File: config.mk
export PLATFORM = sky130hd
export DESIGN_NAME = instr_loader_flat
export DESIGN_NICKNAME = d
export VERILOG_FILES = /design/src/rtl/loader_pkg.sv /design/src/rtl/instr_loader_if.sv /design/src/rtl/sync_fifo.sv /design/src/rtl/instr_loader.sv /design/src/flat_wrapper.sv
export SDC_FILE = /design/constraint.sdc
export NUM_CORES = 1
export LEC_CHECK = 0
export CAP_MARGIN = 15
export CORE_MARGIN = 4
export CORE_UTILIZATION = 56
export CTS_CLUSTER_SIZE = 30
export DETAILED_ROUTE_END_ITERATION = 7
export PLACE_DENSITY = 0.86
export SLEW_MARGIN = 0
export SYNTH_ARGS = -nofsm -noshare
export SYNTH_HDL_FRONTEND = slang
export SYNTH_SLANG_ARGS = --single-unit
File: constraint.sdc
create_clock -name CLK -period 2.9 [get_ports CLK]
set_input_delay 0.435 -clock CLK [delete_from_list [all_inputs] [get_ports CLK]]
set_output_delay 0.435 -clock CLK [all_outputs]
set_load 0.05 [all_outputs]
File: src/rtl/loader_pkg.sv
// Shared definitions for the serial instruction loader and the core it feeds.
package loader_pkg;

   // Instruction width shared with the cpu INSTRUCTION port.
   localparam int unsigned WIDTH = 8;

   // Widest frame (data + parity) the parity helper accepts.
   localparam int unsigned PAR_MAX = 64;

   typedef enum logic [1:0] {
      IDLE,
      SHIFT,
      PARITY
   } state_t;

   // XOR of all bits. The caller zero-extends its frame to PAR_MAX bits.
   // The result is 0 when the frame carries even parity.
   function automatic logic parity_of(input logic [PAR_MAX-1:0] bits);
      return ^bits;
   endfunction

endpackage

File: src/rtl/instr_loader_if.sv
// Signal bundle between the serial host/core side and instr_loader.
// The master modport is the host/core side. The slave modport is the loader.
interface instr_loader_if #(
   parameter int unsigned WIDTH = loader_pkg::WIDTH,
   parameter int unsigned DEPTH = 4
);
   localparam int unsigned LW = $clog2(DEPTH) + 1;

   logic             SDI;
   logic             SVALID;
   logic             SFRAME;
   logic             CPU_READY;
   logic             CLR_ERR;
   logic [WIDTH-1:0] INSTRUCTION;
   logic             WRITE_EN;
   logic             FULL;
   logic             EMPTY;
   logic [LW-1:0]    LEVEL;
   logic             PAR_ERR;
   logic             OVERFLOW;

   modport master (
      output SDI, SVALID, SFRAME, CPU_READY, CLR_ERR,
      input  INSTRUCTION, WRITE_EN, FULL, EMPTY, LEVEL, PAR_ERR, OVERFLOW
   );

   modport slave (
      input  SDI, SVALID, SFRAME, CPU_READY, CLR_ERR,
      output INSTRUCTION, WRITE_EN, FULL, EMPTY, LEVEL, PAR_ERR, OVERFLOW
   );

endinterface

File: src/rtl/sync_fifo.sv
// Circular-buffer FIFO. The pointers are one bit wider than the index.
// A push while full is accepted only when a pop frees the slot in the same cycle.
module sync_fifo #(
   parameter int unsigned WIDTH = loader_pkg::WIDTH,
   parameter int unsigned DEPTH = 4
) (
   input  logic                     CLK,
   input  logic                     RESET_N,
   input  logic                     push,
   input  logic                     pop,
   input  logic [WIDTH-1:0]         din,
   output logic [WIDTH-1:0]         dout,
   output logic                     full,
   output logic                     empty,
   output logic [$clog2(DEPTH):0]   level
);
   localparam int unsigned AW = $clog2(DEPTH);
   localparam logic [AW:0] FULL_LVL = (AW+1)'(DEPTH);

   logic [WIDTH-1:0] mem [DEPTH];
   logic [AW:0]      wr_ptr;
   logic [AW:0]      rd_ptr;
   logic             do_push;
   logic             do_pop;

   assign do_pop  = pop && !empty;
   assign do_push = push && (!full || do_pop);

   // Pointer update. Both pointers wrap naturally modulo 2*DEPTH.
   always_ff @(posedge CLK or negedge RESET_N) begin
      if (!RESET_N) begin
         wr_ptr <= '0;
         rd_ptr <= '0;
      end else begin
         if (do_push) wr_ptr <= wr_ptr + 1'b1;
         if (do_pop)  rd_ptr <= rd_ptr + 1'b1;
      end
   end

   // Storage write. The contents need no reset because the pointers gate validity.
   always_ff @(posedge CLK) begin
      if (do_push) mem[wr_ptr[AW-1:0]] <= din;
   end

   assign dout  = mem[rd_ptr[AW-1:0]];
   assign level = wr_ptr - rd_ptr;
   assign empty = (wr_ptr == rd_ptr);
   assign full  = (level == FULL_LVL);

endmodule

File: src/rtl/instr_loader.sv
// Serial instruction loader. It deserialises parity-protected frames into a FIFO
// and strobes them out to the core one at a time, with a gap of at least one cycle.
module instr_loader #(
   parameter int unsigned WIDTH = loader_pkg::WIDTH,
   parameter int unsigned DEPTH = 4
) (
   input  logic           CLK,
   input  logic           RESET_N,
   instr_loader_if.slave  bus
);
   import loader_pkg::*;

   localparam int unsigned CW = $clog2(WIDTH);
   localparam int unsigned LW = $clog2(DEPTH) + 1;

   state_t           state_q, state_d;
   logic [CW-1:0]    bitcnt_q, bitcnt_d;
   logic [WIDTH-1:0] shreg_q, shreg_d;
   logic             push;
   logic             par_bad;
   logic             pop;
   logic             ovf_evt;

   logic [WIDTH-1:0] fifo_dout;
   logic             fifo_full;
   logic             fifo_empty;
   logic [LW-1:0]    fifo_level;

   logic [WIDTH-1:0] instr_q;
   logic             we_q;
   logic             par_err_q;
   logic             ovf_q;

   // Deserialiser state, bit counter and shift register.
   always_ff @(posedge CLK or negedge RESET_N) begin
      if (!RESET_N) begin
         state_q  <= IDLE;
         bitcnt_q <= '0;
         shreg_q  <= '0;
      end else begin
         state_q  <= state_d;
         bitcnt_q <= bitcnt_d;
         shreg_q  <= shreg_d;
      end
   end

   // Frame sequencing. SFRAME restarts from any state and overrides SVALID.
   always_comb begin
      state_d  = state_q;
      bitcnt_d = bitcnt_q;
      shreg_d  = shreg_q;
      push     = 1'b0;
      par_bad  = 1'b0;
      if (bus.SFRAME) begin
         state_d  = SHIFT;
         bitcnt_d = '0;
         shreg_d  = '0;
      end else if (bus.SVALID) begin
         case (state_q)
            IDLE: begin
               state_d = IDLE;
            end
            SHIFT: begin
               shreg_d  = {shreg_q[WIDTH-2:0], bus.SDI};
               bitcnt_d = bitcnt_q + 1'b1;
               if (bitcnt_q == CW'(WIDTH - 1)) state_d = PARITY;
            end
            PARITY: begin
               state_d = IDLE;
               if (parity_of(PAR_MAX'({shreg_q, bus.SDI}))) par_bad = 1'b1;
               else                                         push    = 1'b1;
            end
            default: state_d = IDLE;
         endcase
      end
   end

   // The !we_q term forces at least one idle cycle between strobes.
   assign pop     = !fifo_empty && bus.CPU_READY && !we_q;
   assign ovf_evt = push && fifo_full && !pop;

   sync_fifo #(
      .WIDTH (WIDTH),
      .DEPTH (DEPTH)
   ) u_fifo (
      .CLK     (CLK),
      .RESET_N (RESET_N),
      .push    (push),
      .pop     (pop),
      .din     (shreg_q),
      .dout    (fifo_dout),
      .full    (fifo_full),
      .empty   (fifo_empty),
      .level   (fifo_level)
   );

   // Output register: capture the FIFO head on pop and raise a one-cycle strobe.
   always_ff @(posedge CLK or negedge RESET_N) begin
      if (!RESET_N) begin
         instr_q <= '0;
         we_q    <= 1'b0;
      end else begin
         we_q <= pop;
         if (pop) instr_q <= fifo_dout;
      end
   end

   // Sticky fault flags. A set event beats a simultaneous clear.
   always_ff @(posedge CLK or negedge RESET_N) begin
      if (!RESET_N) begin
         par_err_q <= 1'b0;
         ovf_q     <= 1'b0;
      end else begin
         if (par_bad)          par_err_q <= 1'b1;
         else if (bus.CLR_ERR) par_err_q <= 1'b0;
         if (ovf_evt)          ovf_q <= 1'b1;
         else if (bus.CLR_ERR) ovf_q <= 1'b0;
      end
   end

   assign bus.INSTRUCTION = instr_q;
   assign bus.WRITE_EN    = we_q;
   assign bus.FULL        = fifo_full;
   assign bus.EMPTY       = fifo_empty;
   assign bus.LEVEL       = fifo_level;
   assign bus.PAR_ERR     = par_err_q;
   assign bus.OVERFLOW    = ovf_q;

endmodule

File: src/flat_wrapper.sv
// flat-port wrapper written by rule: the top's interface ports become plain ports
module instr_loader_flat import loader_pkg::*;
#(
   parameter int unsigned WIDTH = loader_pkg::WIDTH,
   parameter int unsigned DEPTH = 4
)
  (CLK, RESET_N, bus_SDI, bus_SVALID, bus_SFRAME, bus_CPU_READY, bus_CLR_ERR, bus_INSTRUCTION, bus_WRITE_EN, bus_FULL, bus_EMPTY, bus_LEVEL, bus_PAR_ERR, bus_OVERFLOW);
  instr_loader_if #(.WIDTH(WIDTH), .DEPTH(DEPTH)) bus_i ();
  input  logic CLK;
  input  logic RESET_N;
  input wire logic [$bits(bus_i.SDI)-1:0] bus_SDI;
  input wire logic [$bits(bus_i.SVALID)-1:0] bus_SVALID;
  input wire logic [$bits(bus_i.SFRAME)-1:0] bus_SFRAME;
  input wire logic [$bits(bus_i.CPU_READY)-1:0] bus_CPU_READY;
  input wire logic [$bits(bus_i.CLR_ERR)-1:0] bus_CLR_ERR;
  output wire logic [$bits(bus_i.INSTRUCTION)-1:0] bus_INSTRUCTION;
  output wire logic [$bits(bus_i.WRITE_EN)-1:0] bus_WRITE_EN;
  output wire logic [$bits(bus_i.FULL)-1:0] bus_FULL;
  output wire logic [$bits(bus_i.EMPTY)-1:0] bus_EMPTY;
  output wire logic [$bits(bus_i.LEVEL)-1:0] bus_LEVEL;
  output wire logic [$bits(bus_i.PAR_ERR)-1:0] bus_PAR_ERR;
  output wire logic [$bits(bus_i.OVERFLOW)-1:0] bus_OVERFLOW;
  assign bus_i.SDI = bus_SDI;
  assign bus_i.SVALID = bus_SVALID;
  assign bus_i.SFRAME = bus_SFRAME;
  assign bus_i.CPU_READY = bus_CPU_READY;
  assign bus_i.CLR_ERR = bus_CLR_ERR;
  assign bus_INSTRUCTION = bus_i.INSTRUCTION;
  assign bus_WRITE_EN = bus_i.WRITE_EN;
  assign bus_FULL = bus_i.FULL;
  assign bus_EMPTY = bus_i.EMPTY;
  assign bus_LEVEL = bus_i.LEVEL;
  assign bus_PAR_ERR = bus_i.PAR_ERR;
  assign bus_OVERFLOW = bus_i.OVERFLOW;
  instr_loader #(.WIDTH(WIDTH), .DEPTH(DEPTH)) u_core (.CLK(CLK), .RESET_N(RESET_N), .bus(bus_i));
endmodule
Word-level counts from Yosys, hierarchy flattened
Memories as Yosys holds them, arrays and structs flattened. A register that Yosys moved wholly into a read port is not among the register bits.
Cells that the tools add are included.

word-level totals
  bits in registers = 22
  bits in writable memories = 32
  bits of input ports = 7
  output and inout bits = 16
  logic and storage cells = 61
  memories = 1

cells by class
  $add $sub $neg = 4
  equality and inequality tests = 6
  multiplexer cells = 23
  reduce and logical (&&, ||, !) cells = 19

memories
  memory             words  bits a word  read ports  clocked after Yosys merged registers in  wr ports  line             text
  u_core.u_fifo.mem  4      8            1           1                                        1         sync_fifo.sv:20  logic [WIDTH-1:0] mem [DEPTH];

operators with widths
  kind                   count
  $reduce_xor A64 Y1     1
  $mux W8                3
  $mux W1                13
  $add A3 B1 Y3 const B  3
  $mux W3                3
  $mux W2                4
  $reduce_bool A2 Y1     4
  $eq A3 B3 Y1 const B   2
  $logic_and A1 B1 Y1    6
  $logic_not A1 Y1       5
  $reduce_and A2 Y1      2
  $eq A3 B3 Y1           1
  $ne A3 B2 Y1 const B   1
  $sub A3 B3 Y3          1
  $eq A2 B1 Y1 const B   1
  $eq A2 B2 Y1 const B   1
  $logic_or A1 B1 Y1     1

Longest topological paths before layout
  depth after elaboration = 9
  depth in mapped cells = 9
  mapped depth without buffers = 9

Cells and area by module
Synthesis repeated with hierarchy kept, for this count alone.

second synthesis, totals
  cell total of the unflattened synthesis = 166
  area, all modules = 2681.3 um^2

modules (own cells, without submodules)
  module        times used  cells an instance  area an instance (um^2)  sequential area each (um^2)
  sync_fifo     1           82                 1627.8                   1111.1
  instr_loader  1           84                 1053.5                   600.6

Worst setup path after synthesis
No wires, ideal clock.

  path type = register -> register
  from = register u_core.u_fifo.rd_ptr[1]
  to = memory u_core.u_fifo.mem[0][0], enable pin
  library setup time = 0.277 ns
  data arrival time = 3.109 ns
  data required time = 2.623 ns
  setup slack = -0.486 ns
  stages on the path, launching flop included = 9
  buffers on the path = 1
  period minus slack after synthesis = 3.386 ns
  path through = dfrtp_1 clkbuf_1 inv_1 fa_1 xnor3_1 nor3b_2 nand2_1 and3_4 and2_1

between the ends
  elaborated cells on any way between the ends = 12
  classes of those cells = 1 x add/sub; 2 x eq/ne; 2 x mux; 7 x reduce/logical

RTL lines
  element                        line                text
  start: declaration             sync_fifo.sv:22     logic [AW:0] rd_ptr;
  start signal: assignment       sync_fifo.sv:36     if (do_pop) rd_ptr <= rd_ptr + 1'b1;
  $sub A3 B3 Y3                  sync_fifo.sv:46     assign level = wr_ptr - rd_ptr;
  named net bus_LEVEL[2]         flat_wrapper.sv:20  output wire logic [$bits(bus_i.LEVEL)-1:0] bus_LEVEL;
  $eq A3 B3 Y1                   sync_fifo.sv:48     assign full = (level == FULL_LVL);
  named net bus_FULL             flat_wrapper.sv:18  output wire logic [$bits(bus_i.FULL)-1:0] bus_FULL;
  $logic_not A1 Y1               sync_fifo.sv:27     assign do_push = push && (!full || do_pop);
  $logic_or A1 B1 Y1             sync_fifo.sv:27
  $logic_and A1 B1 Y1            sync_fifo.sv:27
  $mux W1                        sync_fifo.sv:42     if (do_push) mem[wr_ptr[AW-1:0]] <= din;
  $mux W1 (not written as such)  sync_fifo.sv:42
  end: declaration               sync_fifo.sv:20

The timed path passes the listed nets, and every way through them passes these cells.

Worst setup path in the final report
  from = register u_core.u_fifo.wr_ptr[0]
  to = memory u_core.u_fifo.mem[0][4], enable pin

between the ends
  cells in the longest elaborated chain, start to end = 9
  elaborated cells on any way between the ends = 12
  classes of those cells = 1 x add/sub; 2 x eq/ne; 2 x mux; 7 x reduce/logical

ends and longest elaborated chain
  element                                                                line             text
  start: declaration                                                     sync_fifo.sv:21  logic [AW:0] wr_ptr;
  start signal: assignment                                               sync_fifo.sv:35  if (do_push) wr_ptr <= wr_ptr + 1'b1;
  parallel branches: the longest is 9 deep, another holds $sub A3 B3 Y3  n/a

Parallel ways; which one is timed is not known.

==> results.sh <==
export IMPL_status="complete, no violations"
export IMPL_synthesis_area_um2=2630
export IMPL_worstSetupEndpoint="u_core.u_fifo.mem[0][4]"
export IMPL_avgSynthCellArea_um2=15.1
export IMPL_synthXorXnorAreaFrac=0.0600
export IMPL_critPathCaptureType="flip-flop"
export IMPL_clock_sinks=62
export IMPL_critPathRequiredTime_ns=2.89
export IMPL_grt_overflow=0
export IMPL_cts_root_buffer="clkbuf_8"
export IMPL_pwr_density_cell_nw_per_um2=905
export IMPL_grt_use_met2=0.299
export IMPL_antenna_found_initial=0
export IMPL_drt_pass1_iterations=4
export IMPL_tightest_slew_ns=0.742
export IMPL_routed_wl_um=4600
export IMPL_dp_cells=247
export IMPL_setup_violations_final=0
export IMPL_wl_per_cell_um=17.5
export IMPL_fin_cells=263
export IMPL_seq_area_frac_synth=0.652
export IMPL_die_h_um=76.5
export IMPL_met1_usage=0.203
export IMPL_period_minus_slack_ns=2.56
export IMPL_rsz0062_at_grt="false"
export IMPL_cts_resized=0
export IMPL_die_area_um2=5850
export IMPL_hold_viol_final=0
export IMPL_power_mw=2.84
export IMPL_fin_tns_setup_ns=0
export IMPL_n_antenna_cell=0
export IMPL_grt_pass1_wl_um=7640
export IMPL_cp_max_fo=8
export IMPL_skew_ns=0.00680
export IMPL_synth_top_family_by_area="multiplexers"
export IMPL_comb_power_share=0.366
export IMPL_drt_initial_drc_count=102
export IMPL_clock_path_buffers=2
export IMPL_worstSetupStartpointType="flip-flop"
export IMPL_num_rows=24
export IMPL_ant_nets=0
export IMPL_critPathLaunch="u_core.u_fifo.wr_ptr[0]"
export IMPL_vdd_drop_max_mv=0.458
export IMPL_r2r_start="u_core.u_fifo.wr_ptr[0]"
export IMPL_pwr_share_clk=0.261
export IMPL_clk_pin_slew_ns=0.07
export IMPL_syn_nets=191
export IMPL_core_area_um2=4440
export IMPL_postCtsHoldBufs=0
export IMPL_switching_share=0.340
export IMPL_synth_cell_types=30
export IMPL_synthMuxAreaShare=0.107
export IMPL_pwr_share_seq=0.373
export IMPL_synth_ff_latch_count=62
export IMPL_grt_pass1_vias=1551
export IMPL_path_class="flip-flop to flip-flop"
export IMPL_vias=1437
export IMPL_final_common_cell="edfxtp_1"
export IMPL_slew_violations=0
export IMPL_worstHoldPathType="input port to asynchronous set/reset pin"
export IMPL_synth_top_cell_area_share=0.366
export IMPL_reg2reg_to="u_core.u_fifo.mem[0][4]"
export IMPL_grt_max_degree=31
export IMPL_dp_hpwl_um=3400
export IMPL_io_pins=23
export IMPL_cts_buffers=9
export IMPL_cts_tree="done"
export IMPL_synth_cells=174
export IMPL_final_nets=223
export IMPL_relSlewSlack=0.503
export IMPL_p_int_mw=1.87
export IMPL_die_w_um=76.5
export IMPL_leakage_nw=1.26
export IMPL_h_tree_depth=3
export IMPL_worstRegToRegCells=9
export IMPL_synthAdderAreaFrac=0.0505
export IMPL_grt_total_usage=0.179
export IMPL_layout_drive_gt1_share=0.204
export IMPL_grtUsageMet3=0.0485
export IMPL_yosys_warnings=0
export IMPL_fin_util=0.706
export IMPL_synth_compound_area_frac=0.0362
export IMPL_via_per_inst=5.46
export IMPL_synthSimpleGateAreaFrac=0.0705
export IMPL_period_share=0.882
export IMPL_cp_arrival_ns=2.55
export IMPL_busiest_layer="met2"
export IMPL_drc=0
export IMPL_num_fill_cells=296
export IMPL_port_buffers=22
export IMPL_area_delta_synth_final_pct=19.4
export IMPL_final_cell_mix="32 x edfxtp_1, 30 x dfrtp_1, 25 x nand2_1, 19 x clkdlybuf4s50_1"
export IMPL_initial_core_util=0.591
export IMPL_max_freq_ghz=0.391
export IMPL_synth_top_area_cell="edfxtp_1"
export IMPL_p_switching_mw=0.964
export IMPL_max_cap_viol_count=0
export IMPL_clk_latency_ns=0.33
export IMPL_reg2reg_setup_slack_ns=0.34
export IMPL_post_cts_buffers=0
export IMPL_yosys_top_cells_area="edfxtp_1 37%, dfrtp_1 29%, mux4_2 6.9%"
export IMPL_gp_congestion=0.769
[power by group through the flow]
| stage | combinational [mW] | clock [mW] | sequential, mW |
|---|---|---|---|
| 5_1_grt | 1.10 | 0.810 | 1.07 |
| 4_1_cts | 1.05 | 0.758 | 1.06 |
| 2_1_floorplan | 0.553 | 0 | 1.25 |
| 6_report | 1.04 | 0.742 | 1.06 |
| 3_3_place_gp | 1.01 | 0 | 1.07 |
| 3_5_place_dp | 1.05 | 0 | 1.08 |
[critical path, cell delays in order (launching register included)]
cell and delay, ns:
dfrtp_1 0.40, inv_1 0.14, ha_1 0.16, inv_1 0.04
fa_1 0.36, xnor3_2 0.24, nor3b_4 0.18, nand2_1 0.10
and3_4 0.22, and2_1 0.37
[registers in the layout (all words and copies together), names as in the netlist]
| signal | count |
|---|---|
| u_core.u_fifo.mem | 32 |
| u_core.bus.INSTRUCTION | 8 |
| u_core.shreg_q | 8 |
| u_core.bitcnt_q | 3 |
| u_core.u_fifo.rd_ptr | 3 |
| u_core.u_fifo.wr_ptr | 3 |
| u_core.state_q | 2 |
| u_core.bus.OVERFLOW | 1 |
| u_core.bus.PAR_ERR | 1 |
| u_core.bus.WRITE_EN | 1 |
[synthesized netlist by cell type]
library cell,count
o21ai_0,2
dfrtp_1,30
nor2_1,3
fa_1,1
xnor2_2,1
mux2_2,8
nor4bb_1,1
a21o_1,1
nor3b_2,1
xnor2_1,8
inv_1,10
nor2b_1,1
a311o_1,1
and3_4,1
mux4_2,8
xnor3_1,2
mux2_1,1
and2_1,3
a21oi_1,11
buf_2,1
clkbuf_1,4
ha_1,9
clkbuf_2,1
and4_1,1
o22ai_1,2
or2_2,1
xor2_1,3
and3_1,1
edfxtp_1,32
nand2_1,25
[metal layers]
metal / vias to the layer above / wire length (um)
met5: - / 0
met4: 0 / 160
met3: 16 / 128
met2: 31 / 2410
met1: 713 / 1900
li1: 677 / -
[worst min path at each step]
stage | from | end | slack, ns | depth (start not counted)
6_report | RESET_N | u_core.u_fifo.rd_ptr[1] | 0.49 | 2
5_1_grt | RESET_N | u_core.bitcnt_q[1] | 0.52 | 2
4_1_cts | RESET_N | u_core.bus.INSTRUCTION[7] | 0.48 | 2
3_5_place_dp | u_core.bus.INSTRUCTION[2] | u_core.bus.INSTRUCTION[2] | 0.49 | 1
3_3_place_gp | u_core.state_q[0] | u_core.state_q[0] | 0.49 | 1
2_1_floorplan | RESET_N | u_core.bitcnt_q[0] | 0.14 | 0
[per-stage QoR]
| stage | setup WS [ns] | hold WS [ns] | instance area, um^2 |
|---|---|---|---|
| 6_report | 0.342 | 0.492 | 3140 |
| 5_1_grt | 0.155 | 0.518 | 3140 |
| 4_1_cts | 0.316 | 0.485 | 3140 |
| 3_5_place_dp | 0.330 | 0.493 | 2940 |
| 3_3_place_gp | 0.433 | 0.485 | 2940 |
| 2_1_floorplan | 0.00406 | 0.139 | 2640 |
[cell families (layout without fill, tap and decap cells)]
logic type,after synthesis,in the layout
buffers and inverters,16,53
AO/OA/AOI/OAI,17,17
XOR/XNOR,14,14
multiplexers,17,17
adder cells (fa/ha/maj),10,10
flip-flops,62,62
AND/OR/NAND/NOR,38,38
[layout make-up]
cell class	count	area [um^2]	share of cell area
flip-flops and latches	62	1710	0.546
multi-input cells	96	860	0.274
repair buffers	27	263	0.0838
clock buffers	11	151	0.0483
well taps	52	65.1	0.0208
clock inverters	5	47.5	0.0152
inverters	10	37.5	0.0120
No activity file was read; power rests on OpenSTA's default activity.
